[src/rtl/decode_stage_pkg.sv]
// Shared opcode, write-back select and bundle definitions for the decode stage.
// DECODE_ILLEGAL_TRAP_EN adds an illegal-opcode flag to the decoded bundle.
package decode_stage_pkg;

  localparam logic [6:0] OP_LUI      = 7'b0110111;
  localparam logic [6:0] OP_AUIPC    = 7'b0010111;
  localparam logic [6:0] OP_JAL      = 7'b1101111;
  localparam logic [6:0] OP_JALR     = 7'b1100111;
  localparam logic [6:0] OP_BRANCH   = 7'b1100011;
  localparam logic [6:0] OP_LOAD     = 7'b0000011;
  localparam logic [6:0] OP_STORE    = 7'b0100011;
  localparam logic [6:0] OP_OP_IMM   = 7'b0010011;
  localparam logic [6:0] OP_OP       = 7'b0110011;
  localparam logic [6:0] OP_MISC_MEM = 7'b0001111;
  localparam logic [6:0] OP_SYS      = 7'b1110011;

  localparam logic [2:0] WB_NONE = 3'd0;
  localparam logic [2:0] WB_ALU  = 3'd1;
  localparam logic [2:0] WB_MEM  = 3'd2;
  localparam logic [2:0] WB_PC4  = 3'd3;
  localparam logic [2:0] WB_SYS  = 3'd4;

  localparam logic MEM_REQ_READ  = 1'b0;
  localparam logic MEM_REQ_WRITE = 1'b1;

  typedef enum logic [1:0] {StEmpty, StOne, StTwo} state_e;

  typedef enum logic [2:0] {FmtNone, FmtI, FmtS, FmtB, FmtU, FmtJ} imm_fmt_e;

  typedef struct packed {
    logic [4:0] rs1;
    logic [4:0] rs2;
    logic [4:0] rd;
    logic [6:0] opcode;
    logic [2:0] funct3;
    logic [6:0] funct7;
    logic       reg_write_en;
    logic [2:0] wb_sel;
    logic       mem_req;
    logic       mem_req_write;
`ifdef DECODE_ILLEGAL_TRAP_EN
    logic       illegal;
`endif
  } ctrl_t;

  function automatic imm_fmt_e imm_fmt(input logic [6:0] op);
    case (op)
      OP_OP_IMM, OP_LOAD, OP_JALR, OP_SYS: imm_fmt = FmtI;
      OP_STORE:                            imm_fmt = FmtS;
      OP_BRANCH:                           imm_fmt = FmtB;
      OP_LUI, OP_AUIPC:                    imm_fmt = FmtU;
      OP_JAL:                              imm_fmt = FmtJ;
      OP_MISC_MEM:                         imm_fmt = FmtNone;
      default:                             imm_fmt = FmtNone;
    endcase
  endfunction

endpackage

[src/rtl/decode_fields.sv]
// Combinational RV32I field, immediate and control decode.
// DECODE_ILLEGAL_TRAP_EN flags opcodes outside the base set as illegal.
module decode_fields
  import decode_stage_pkg::*;
#(
  parameter int unsigned XLEN = 32
) (
  input  logic [31:0]     i_inst,
  output ctrl_t           o_ctrl,
  output logic [XLEN-1:0] o_imm
);

  logic        [6:0]  w_op;
  logic signed [31:0] w_imm32;

  assign w_op = i_inst[6:0];

  always_comb begin
    w_imm32 = '0;
    case (imm_fmt(w_op))
      FmtI: w_imm32 = {{20{i_inst[31]}}, i_inst[31:20]};
      FmtS: w_imm32 = {{20{i_inst[31]}}, i_inst[31:25], i_inst[11:7]};
      FmtB: w_imm32 = {{20{i_inst[31]}}, i_inst[7], i_inst[30:25], i_inst[11:8], 1'b0};
      FmtU: w_imm32 = {i_inst[31:12], 12'b0};
      FmtJ: w_imm32 = {{12{i_inst[31]}}, i_inst[19:12], i_inst[20], i_inst[30:21], 1'b0};
      default: w_imm32 = '0;
    endcase
  end

  // Signed cast so RV64 builds sign-extend the 32-bit immediate.
  assign o_imm = XLEN'(w_imm32);

  always_comb begin
    o_ctrl               = '0;
    o_ctrl.rs1           = i_inst[19:15];
    o_ctrl.rs2           = i_inst[24:20];
    o_ctrl.rd            = i_inst[11:7];
    o_ctrl.opcode        = w_op;
    o_ctrl.funct3        = i_inst[14:12];
    o_ctrl.funct7        = i_inst[31:25];
    o_ctrl.wb_sel        = WB_NONE;
    o_ctrl.mem_req_write = MEM_REQ_READ;
    case (w_op)
      OP_OP, OP_OP_IMM, OP_LUI, OP_AUIPC: begin
        o_ctrl.reg_write_en = 1'b1;
        o_ctrl.wb_sel       = WB_ALU;
      end
      OP_LOAD: begin
        o_ctrl.reg_write_en = 1'b1;
        o_ctrl.wb_sel       = WB_MEM;
        o_ctrl.mem_req      = 1'b1;
      end
      OP_STORE: begin
        o_ctrl.mem_req       = 1'b1;
        o_ctrl.mem_req_write = MEM_REQ_WRITE;
      end
      OP_JAL, OP_JALR: begin
        o_ctrl.reg_write_en = 1'b1;
        o_ctrl.wb_sel       = WB_PC4;
      end
      OP_SYS: begin
        o_ctrl.reg_write_en = 1'b1;
        o_ctrl.wb_sel       = WB_SYS;
      end
      OP_BRANCH, OP_MISC_MEM: ;
      default: begin
`ifdef DECODE_ILLEGAL_TRAP_EN
        o_ctrl.illegal = 1'b1;
`endif
      end
    endcase
    if (o_ctrl.rd == 5'd0) o_ctrl.reg_write_en = 1'b0;
  end

endmodule

[src/rtl/decode_stage.sv]
// Two-entry (output + skid) RV32I decode pipeline stage with a handoff counter.
// DECODE_ILLEGAL_TRAP_EN adds the out_illegal port.
module decode_stage
  import decode_stage_pkg::*;
#(
  parameter int unsigned XLEN  = 32,
  parameter int unsigned CNT_W = 32
) (
  input  logic             clk,
  input  logic             reset,
  input  logic             in_valid,
  output logic             in_ready,
  input  logic [31:0]      in_inst,
  input  logic [XLEN-1:0]  in_pc,
  input  logic             flush,
  output logic             out_valid,
  input  logic             out_ready,
  output logic [XLEN-1:0]  out_pc,
  output logic [4:0]       out_rs1,
  output logic [4:0]       out_rs2,
  output logic [4:0]       out_rd,
  output logic [6:0]       out_opcode,
  output logic [2:0]       out_funct3,
  output logic [6:0]       out_funct7,
  output logic [XLEN-1:0]  out_imm,
  output logic             out_reg_write_en,
  output logic [2:0]       out_wb_sel,
  output logic             out_mem_req,
  output logic             out_mem_req_write,
`ifdef DECODE_ILLEGAL_TRAP_EN
  output logic             out_illegal,
`endif
  output logic [CNT_W-1:0] decoded_count
);

  state_e            r_state, w_state_d;
  logic              r_in_ready;
  ctrl_t             r_out_ctrl, r_skid_ctrl, w_dec_ctrl;
  logic [XLEN-1:0]   r_out_pc, r_skid_pc, r_out_imm, r_skid_imm, w_dec_imm;
  logic [CNT_W-1:0]  r_count;
  logic              w_in_fire, w_out_fire;
  logic              w_load_out_in, w_load_out_skid, w_load_skid;

  decode_fields #(.XLEN(XLEN)) u_fields (
    .i_inst (in_inst),
    .o_ctrl (w_dec_ctrl),
    .o_imm  (w_dec_imm)
  );

  assign out_valid  = (r_state != StEmpty);
  assign in_ready   = r_in_ready;
  assign w_in_fire  = in_valid && r_in_ready;
  assign w_out_fire = out_valid && out_ready;

  always_comb begin
    w_state_d       = r_state;
    w_load_out_in   = 1'b0;
    w_load_out_skid = 1'b0;
    w_load_skid     = 1'b0;
    unique case (r_state)
      StEmpty: if (w_in_fire) begin
        w_state_d     = StOne;
        w_load_out_in = 1'b1;
      end
      StOne: begin
        if (w_in_fire && w_out_fire) begin
          w_load_out_in = 1'b1;
        end else if (w_in_fire) begin
          w_state_d   = StTwo;
          w_load_skid = 1'b1;
        end else if (w_out_fire) begin
          w_state_d = StEmpty;
        end
      end
      StTwo: if (w_out_fire) begin
        w_state_d       = StOne;
        w_load_out_skid = 1'b1;
      end
      default: w_state_d = StEmpty;
    endcase
    if (flush) begin
      w_state_d       = StEmpty;
      w_load_out_in   = 1'b0;
      w_load_out_skid = 1'b0;
      w_load_skid     = 1'b0;
    end
  end

  // in_ready comes from a flop so out_ready never reaches it combinationally.
  always_ff @(posedge clk) begin
    if (reset) begin
      r_state    <= StEmpty;
      r_in_ready <= 1'b1;
    end else begin
      r_state    <= w_state_d;
      r_in_ready <= (w_state_d != StTwo);
    end
  end

  always_ff @(posedge clk) begin
    if (reset) begin
      r_out_ctrl  <= '0;
      r_out_pc    <= '0;
      r_out_imm   <= '0;
      r_skid_ctrl <= '0;
      r_skid_pc   <= '0;
      r_skid_imm  <= '0;
    end else begin
      if (w_load_out_in) begin
        r_out_ctrl <= w_dec_ctrl;
        r_out_pc   <= in_pc;
        r_out_imm  <= w_dec_imm;
      end else if (w_load_out_skid) begin
        r_out_ctrl <= r_skid_ctrl;
        r_out_pc   <= r_skid_pc;
        r_out_imm  <= r_skid_imm;
      end
      if (w_load_skid) begin
        r_skid_ctrl <= w_dec_ctrl;
        r_skid_pc   <= in_pc;
        r_skid_imm  <= w_dec_imm;
      end
    end
  end

  always_ff @(posedge clk) begin
    if (reset) begin
      r_count <= '0;
    end else if (w_out_fire && !flush) begin
      r_count <= r_count + 1'b1;
    end
  end

  assign decoded_count     = r_count;
  assign out_pc            = r_out_pc;
  assign out_imm           = r_out_imm;
  assign out_rs1           = r_out_ctrl.rs1;
  assign out_rs2           = r_out_ctrl.rs2;
  assign out_rd            = r_out_ctrl.rd;
  assign out_opcode        = r_out_ctrl.opcode;
  assign out_funct3        = r_out_ctrl.funct3;
  assign out_funct7        = r_out_ctrl.funct7;
  assign out_reg_write_en  = r_out_ctrl.reg_write_en;
  assign out_wb_sel        = r_out_ctrl.wb_sel;
  assign out_mem_req       = r_out_ctrl.mem_req;
  assign out_mem_req_write = r_out_ctrl.mem_req_write;
`ifdef DECODE_ILLEGAL_TRAP_EN
  assign out_illegal       = r_out_ctrl.illegal;
`endif

endmodule

[config.mk]
export PLATFORM = sky130hd
export DESIGN_NAME = decode_stage
export DESIGN_NICKNAME = d
export VERILOG_FILES = /design/src/rtl/decode_stage_pkg.sv /design/src/rtl/decode_fields.sv /design/src/rtl/decode_stage.sv
export SDC_FILE = /design/constraint.sdc
export NUM_CORES = 1
export LEC_CHECK = 0
export CAP_MARGIN = 20
export CORE_MARGIN = 1
export CORE_UTILIZATION = 50
export CTS_CLUSTER_DIAMETER = 100
export DETAILED_ROUTE_END_ITERATION = 16
export PLACE_DENSITY = 0.87
export SKIP_CTS_REPAIR_TIMING = 1
export SYNTH_ARGS = -nofsm -noshare
export SYNTH_HDL_FRONTEND = slang
export SYNTH_HIERARCHICAL = 1
export SYNTH_SLANG_ARGS = --single-unit
[constraint.sdc]
create_clock -name clk -period 5.5 [get_ports clk]
set_clock_uncertainty 0.05 [all_clocks]
set_input_delay 1.1 -clock clk [delete_from_list [all_inputs] [get_ports clk]]
set_output_delay 1.1 -clock clk [all_outputs]
set_load 0.01 [all_outputs]
Word level (Yosys, flattened, before mapping)
Index checks and enable logic that the tools add are counted.

Output and inout bits: 136. Bits of input ports: 69. Logic and storage cells: 89. Flip-flop bits (word level): 239.

Reduce and logical (&&, ||, !) cells: 14. Equality and inequality tests: 18. $add $sub $neg: 1. Muxes and demuxes: 29.

Operators with widths (count): $pmux W32 S5 (1); $mux W32 (4); $mux W38 (2); $add A32 B1 Y32 const B (1); $eq A7 B7 Y1 const B (4); $eq A7 B6 Y1 const B (3); $pmux W4 S4 (1); $pmux W3 S5 (1); $eq A7 B5 Y1 const B (2); $mux W1 (12); $mux W2 (6); $reduce_or A4 Y1 (2); $eq A7 B2 Y1 const B (1); $eq A3 B2 Y1 const B (2); $eq A3 B3 Y1 const B (2); $pmux W2 S3 (1); $reduce_or A2 Y1 (3); $logic_not A5 Y1 (1); $logic_and A1 B1 Y1 (4); $reduce_bool A2 Y1 (2); $eq A3 B1 Y1 const B (1); $eq A2 B1 Y1 const B (1); $eq A2 B2 Y1 const B (1); $logic_not A2 Y1 (1); 3 further kinds (3).

Longest topological paths before layout
Word-level depth: 8. Gate-level depth with buffers: 8. Depth with buffers taken out: 6.

Cells and area by module
Netlist, hierarchy kept.

By module, submodules not included: decode_stage (times used 1, cells each 1201, area an instance 10518.8 um^2, sequential area each 4784.6 um^2); decode_fields (times used 1, cells each 127, area an instance 874.6 um^2, sequential area each 0.0 um^2).

Least setup slack after synthesis
OpenSTA, ideal clock, no wires.

Path kind: input to register. From: in in_inst[2]. To: reg r_out_imm[20], in the netlist out_imm[20]. Library setup time: 89 ps. Stages: 8. Path buffers: 2. Slack: 2935 ps. Required time: 5361 ps. Data arrival time: 2427 ps. Path through: buf_6 -> mux2_4 -> o32ai_4 -> and2_4 -> buf_8 -> a21o_1 -> nand2_1 -> a311oi_2.

Cells in the longest elaborated chain, start to end: 6. Elaborated cells between the ends (all ways): 19. Classes of those cells: eq/ne (14); mux (3); reduce/logical (2).

RTL lines: start: declaration (line decode_stage.sv:13) `input logic [31:0] in_inst,`; $eq A7 B5 Y1, or another cell as far along (line decode_stage_pkg.sv:47) `case (op)`; $reduce_or A4 Y1 or $reduce_or A2 Y1 (tied branches) (line decode_stage_pkg.sv:47); $pmux W3 S5 * (line decode_stage_pkg.sv:47); $eq A3 B3 Y1, or another cell as far along (line decode_fields.sv:20) `case (imm_fmt(w_op))`; $pmux W32 S5 * (line decode_fields.sv:20); net w_dec_imm[20] (line decode_stage.sv:39) `logic [XLEN-1:0] r_out_pc, r_skid_pc, r_out_imm, r_skid_imm, w_dec_imm;`; $mux W32 * (line decode_stage.sv:109) `if (w_load_out_in) begin`; end signal: assignment (line decode_stage.sv:112) `r_out_imm <= w_dec_imm;`; end signal: assignment (line decode_stage.sv:116) `r_out_imm <= r_skid_imm;`; end: declaration (line decode_stage.sv:39).

The timed path passes the listed nets; every way through them passes the cells marked *. A chain may end at the register's enable or synchronous reset.

Worst setup path after layout
From: in in_valid. To: reg r_out_ctrl, in the netlist out_rd[3].

Cells in the longest elaborated chain, start to end: 6. Elaborated cells between the ends (all ways): 8. Classes of those cells: mux (5); reduce/logical (3).

RTL lines: start: declaration (line decode_stage.sv:11) `input logic in_valid,`; $logic_and A1 B1 Y1 * (line decode_stage.sv:52) `assign w_in_fire = in_valid && r_in_ready;`; $logic_and A1 B1 Y1 (line decode_stage.sv:66) `if (w_in_fire && w_out_fire) begin`; $mux W1 (line decode_stage.sv:66); $pmux W1 S2 * (line decode_stage.sv:60) `unique case (r_state)`; $mux W1 * (line decode_stage.sv:81) `if (flush) begin`; $mux W38 or $reduce_bool A2 Y1 (tied branches); end signal: assignment (line decode_stage.sv:110) `r_out_ctrl <= w_dec_ctrl;`; end signal: assignment (line decode_stage.sv:114) `r_out_ctrl <= r_skid_ctrl;`; end: declaration (line decode_stage.sv:38) `ctrl_t r_out_ctrl, r_skid_ctrl, w_dec_ctrl;`.

Every way passes the cells marked *; elsewhere a longest branch is shown, timed or not.

==> run summary <==
Count of pins over their slew limit: 0
Routed wire length: 28.44 mm
Area delta synth->final: 21.95%
Ports: 205
Critical path type: input port to flop
IO buf count: 204
First-pass GRT wire length: 46.52 mm
Sequential cell area fraction in the yosys report: 41.99%
Wire per inst: 16.41 um
Largest net degree at the start of global routing: 134
Unrepaired setup endpoints after global routing: no
Post-synthesis async set-or-reset flop share: 0%
Final-stage net count: 1,504
#FFs+latches synth: 239
Total die area: 23,400 um^2
CTS tree: yes
Synth Cell Area: 11,390 um^2
Nature of the critical path endpoint: flop
Initial antenna violation count: 1
Worst Path Buf+Inv: 2
Critical Path RT: 5.80 ns
Top post-synthesis cells by area: dfxtp_1, nand2_1, a311oi_2, nor2_2, a21oi_1
Setup WS pre-CTS: 1.618 ns
Bufs on Longest Clock Path: 3
DR pass1 iterations: 5
HPWL Detailed: 17.62 mm
Gr usage total: 23.92%
Routed vias: 9,672
Die Ht: 153.0 um
Min Tclk post-route: 3.363 ns
Max FO, Critical Path: 77
Row count: 54
Largest area contributor in the netlist: dfxtp_1
Overflow left after global routing: 0
Synth Flop Type: dfxtp_1
Most common cell in the netlist: nand2_1
Largest stage delay, worst path: 0.65 ns
Worst Max-Slew Pin Slew: 1.099 ns
Worst path cell trace: clkdlybuf4s50_1 -> nand2_1 -> nor3_1 -> nand2b_4 -> buf_4 -> nand2_1 -> a311oi_2
Post-synth top area share: 41.99%
Hold crit path type: flop to flop
Status: complete, no violations
Rel. slew slack: 26.72%
Number of global-route vias before repair: 9,043
Static Leak: 4.520 nW
Most numerous cell on the critical path: nand2_1
Final GP Congestion: 0.8482
Final worst path period share: 61.15%
Unique masters post-synth: 55
Max_cap viols: 0
Layout cells sized above 1: 18.44%
Core box area: 22,090 um^2
Final setup viols: 0
Syn Inst Count: 1,328
Starting density of the core: 51.57%
CP max-delay cell: nand2b_4
DRC viols: 0
Sink Count: 239
ANT nets after route: 0
Final Hold Vio Count: 0
Peak VDD IR: 0.0002205 V
H-tree levels: 1
Vias/cell: 5.581
Antenna cells: 0
1st-iter DRT viols: 822
Worst setup margin: 2.137 ns
Root buffer cell: clkbuf_16
Synth top cells by count: nand2_1, dfxtp_1, a21oi_1, nor2_2, a311oi_2
Clk slew on worst S/H paths: 0.06 ns
Yosys warning count: 6
Syn Nets: 1,398
CP arrival: 3.66 ns
Delay-heaviest family, CP: simple AND/OR/NAND/NOR gates
CTS buffer count: 27
PD cells: 293.8 nW/um^2
Startpoint Class: input port
Fmax: 297.3 MHz
Final TNS setup: 0 ns
Clk_lat worst skew: 0.52 ns
Syn Area/Cell: 8.579 um^2
Die X: 153.0 um
Number of synthesized flops with an enable pin: 0
-- power by group --
group | total [mW] | switching [mW] | internal (mW)
clock | 1.76 | 0.698 | 1.06
combinational | 0.490 | 0.264 | 0.227
sequential | 1.83 | 0.0420 | 1.79
-- sequential cells by signal, summed over array words and instances (netlist names), 7 cells and up --
name / flops
out_opcode: 7
r_skid_ctrl: 38
out_imm: 32
r_skid_imm: 32
r_skid_pc: 32
out_pc: 32
out_funct7: 7
decoded_count: 32
-- final timing paths --
| kind | depth (start not counted) | from | end | slack (ns) |
|---|---|---|---|---|
| hold / removal | 2 | r_skid_pc[21] | r_skid_pc[21] | 0.40 |
| setup reg to reg | 6 | in_ready | out_rd[3] | 2.82 |
| setup / recovery | 7 | in_valid | out_rd[3] | 2.14 |
| hold reg to reg | 2 | r_skid_pc[21] | r_skid_pc[21] | 0.40 |
-- kinds of logic (layout without fill, tap and decap cells) --
kind of cell               Yosys count  after routing  share of synthesized area (%)
and+or+nand+nor                    652            652                          25.91
AOI/OAI and AO/OA                  259            259                          21.23
DFF                                239            239                          41.99
buffers and inverters              145            270                          8.203
xor gates and xnor gates            27             27                          2.075
muxes                                5              5                         0.4832
adders and majority gates            1              1                         0.1098
-- tightest hold or removal path, stage by stage, from the launching register on --
cell and delay, ns:
dfxtp_1 0.31, nand2_1 0.05, a21oi_1 0.05
-- cell usage in the layout, fill, tap and decap left out, types with 5 or more instances in the layout --
cell / Yosys / routed
a21o_1: 21 / 21
a21oi_1: 116 / 116
a311oi_2: 100 / 100
and2_1: 12 / 11
and3_1: 5 / 5
buf_4: 43 / 10
clkbuf_1: 63 / 9
clkbuf_16: 0 / 27
clkbuf_8: 0 / 5
clkdlybuf4s50_1: 0 / 203
dfxtp_1: 239 / 239
inv_1: 6 / 6
nand2_1: 430 / 429
nand3_1: 13 / 13
nand4_1: 14 / 14
nor2_1: 39 / 39
nor2_2: 101 / 101
nor3_1: 6 / 6
o21ai_0: 6 / 6
xnor2_1: 5 / 5
xor2_1: 22 / 22
-- layout make-up --
class / count / area, um^2
fill: 1796 / 8199
multi-input combinational: 944 / 5698
sequential: 239 / 4785
timing repair buffer: 216 / 2170
clock buffer: 41 / 778.2
tap: 280 / 350.3
clock inverter: 7 / 91.34
inverter: 6 / 22.52
-- metal layers --
layer / global-route usage, % / part of all wire [%] / up-vias
li1: - / - / 4682
met1: 30.32 / 42 / 4639
met2: 41.61 / 49 / 307
met3: 4.196 / 6.7 / 42
met4: 6.782 / 2.0 / 2
met5: 0 / 0.042 / -
-- through the flow --
step	cells	cell area (um^2)	power, mW	util (%)	hold WS [ns]
floorplan	1328	11390	2.175	-	0.3860
global placement	1684	13000	2.342	58.83	0.3911
detailed placement	1684	13000	2.351	58.83	0.3965
CTS	1732	13870	4.117	62.76	0.4042
global route	1733	13890	4.243	62.89	0.4207
finish	1733	13890	4.082	62.89	0.4030
No activity file was read; power rests on OpenSTA's default activity.
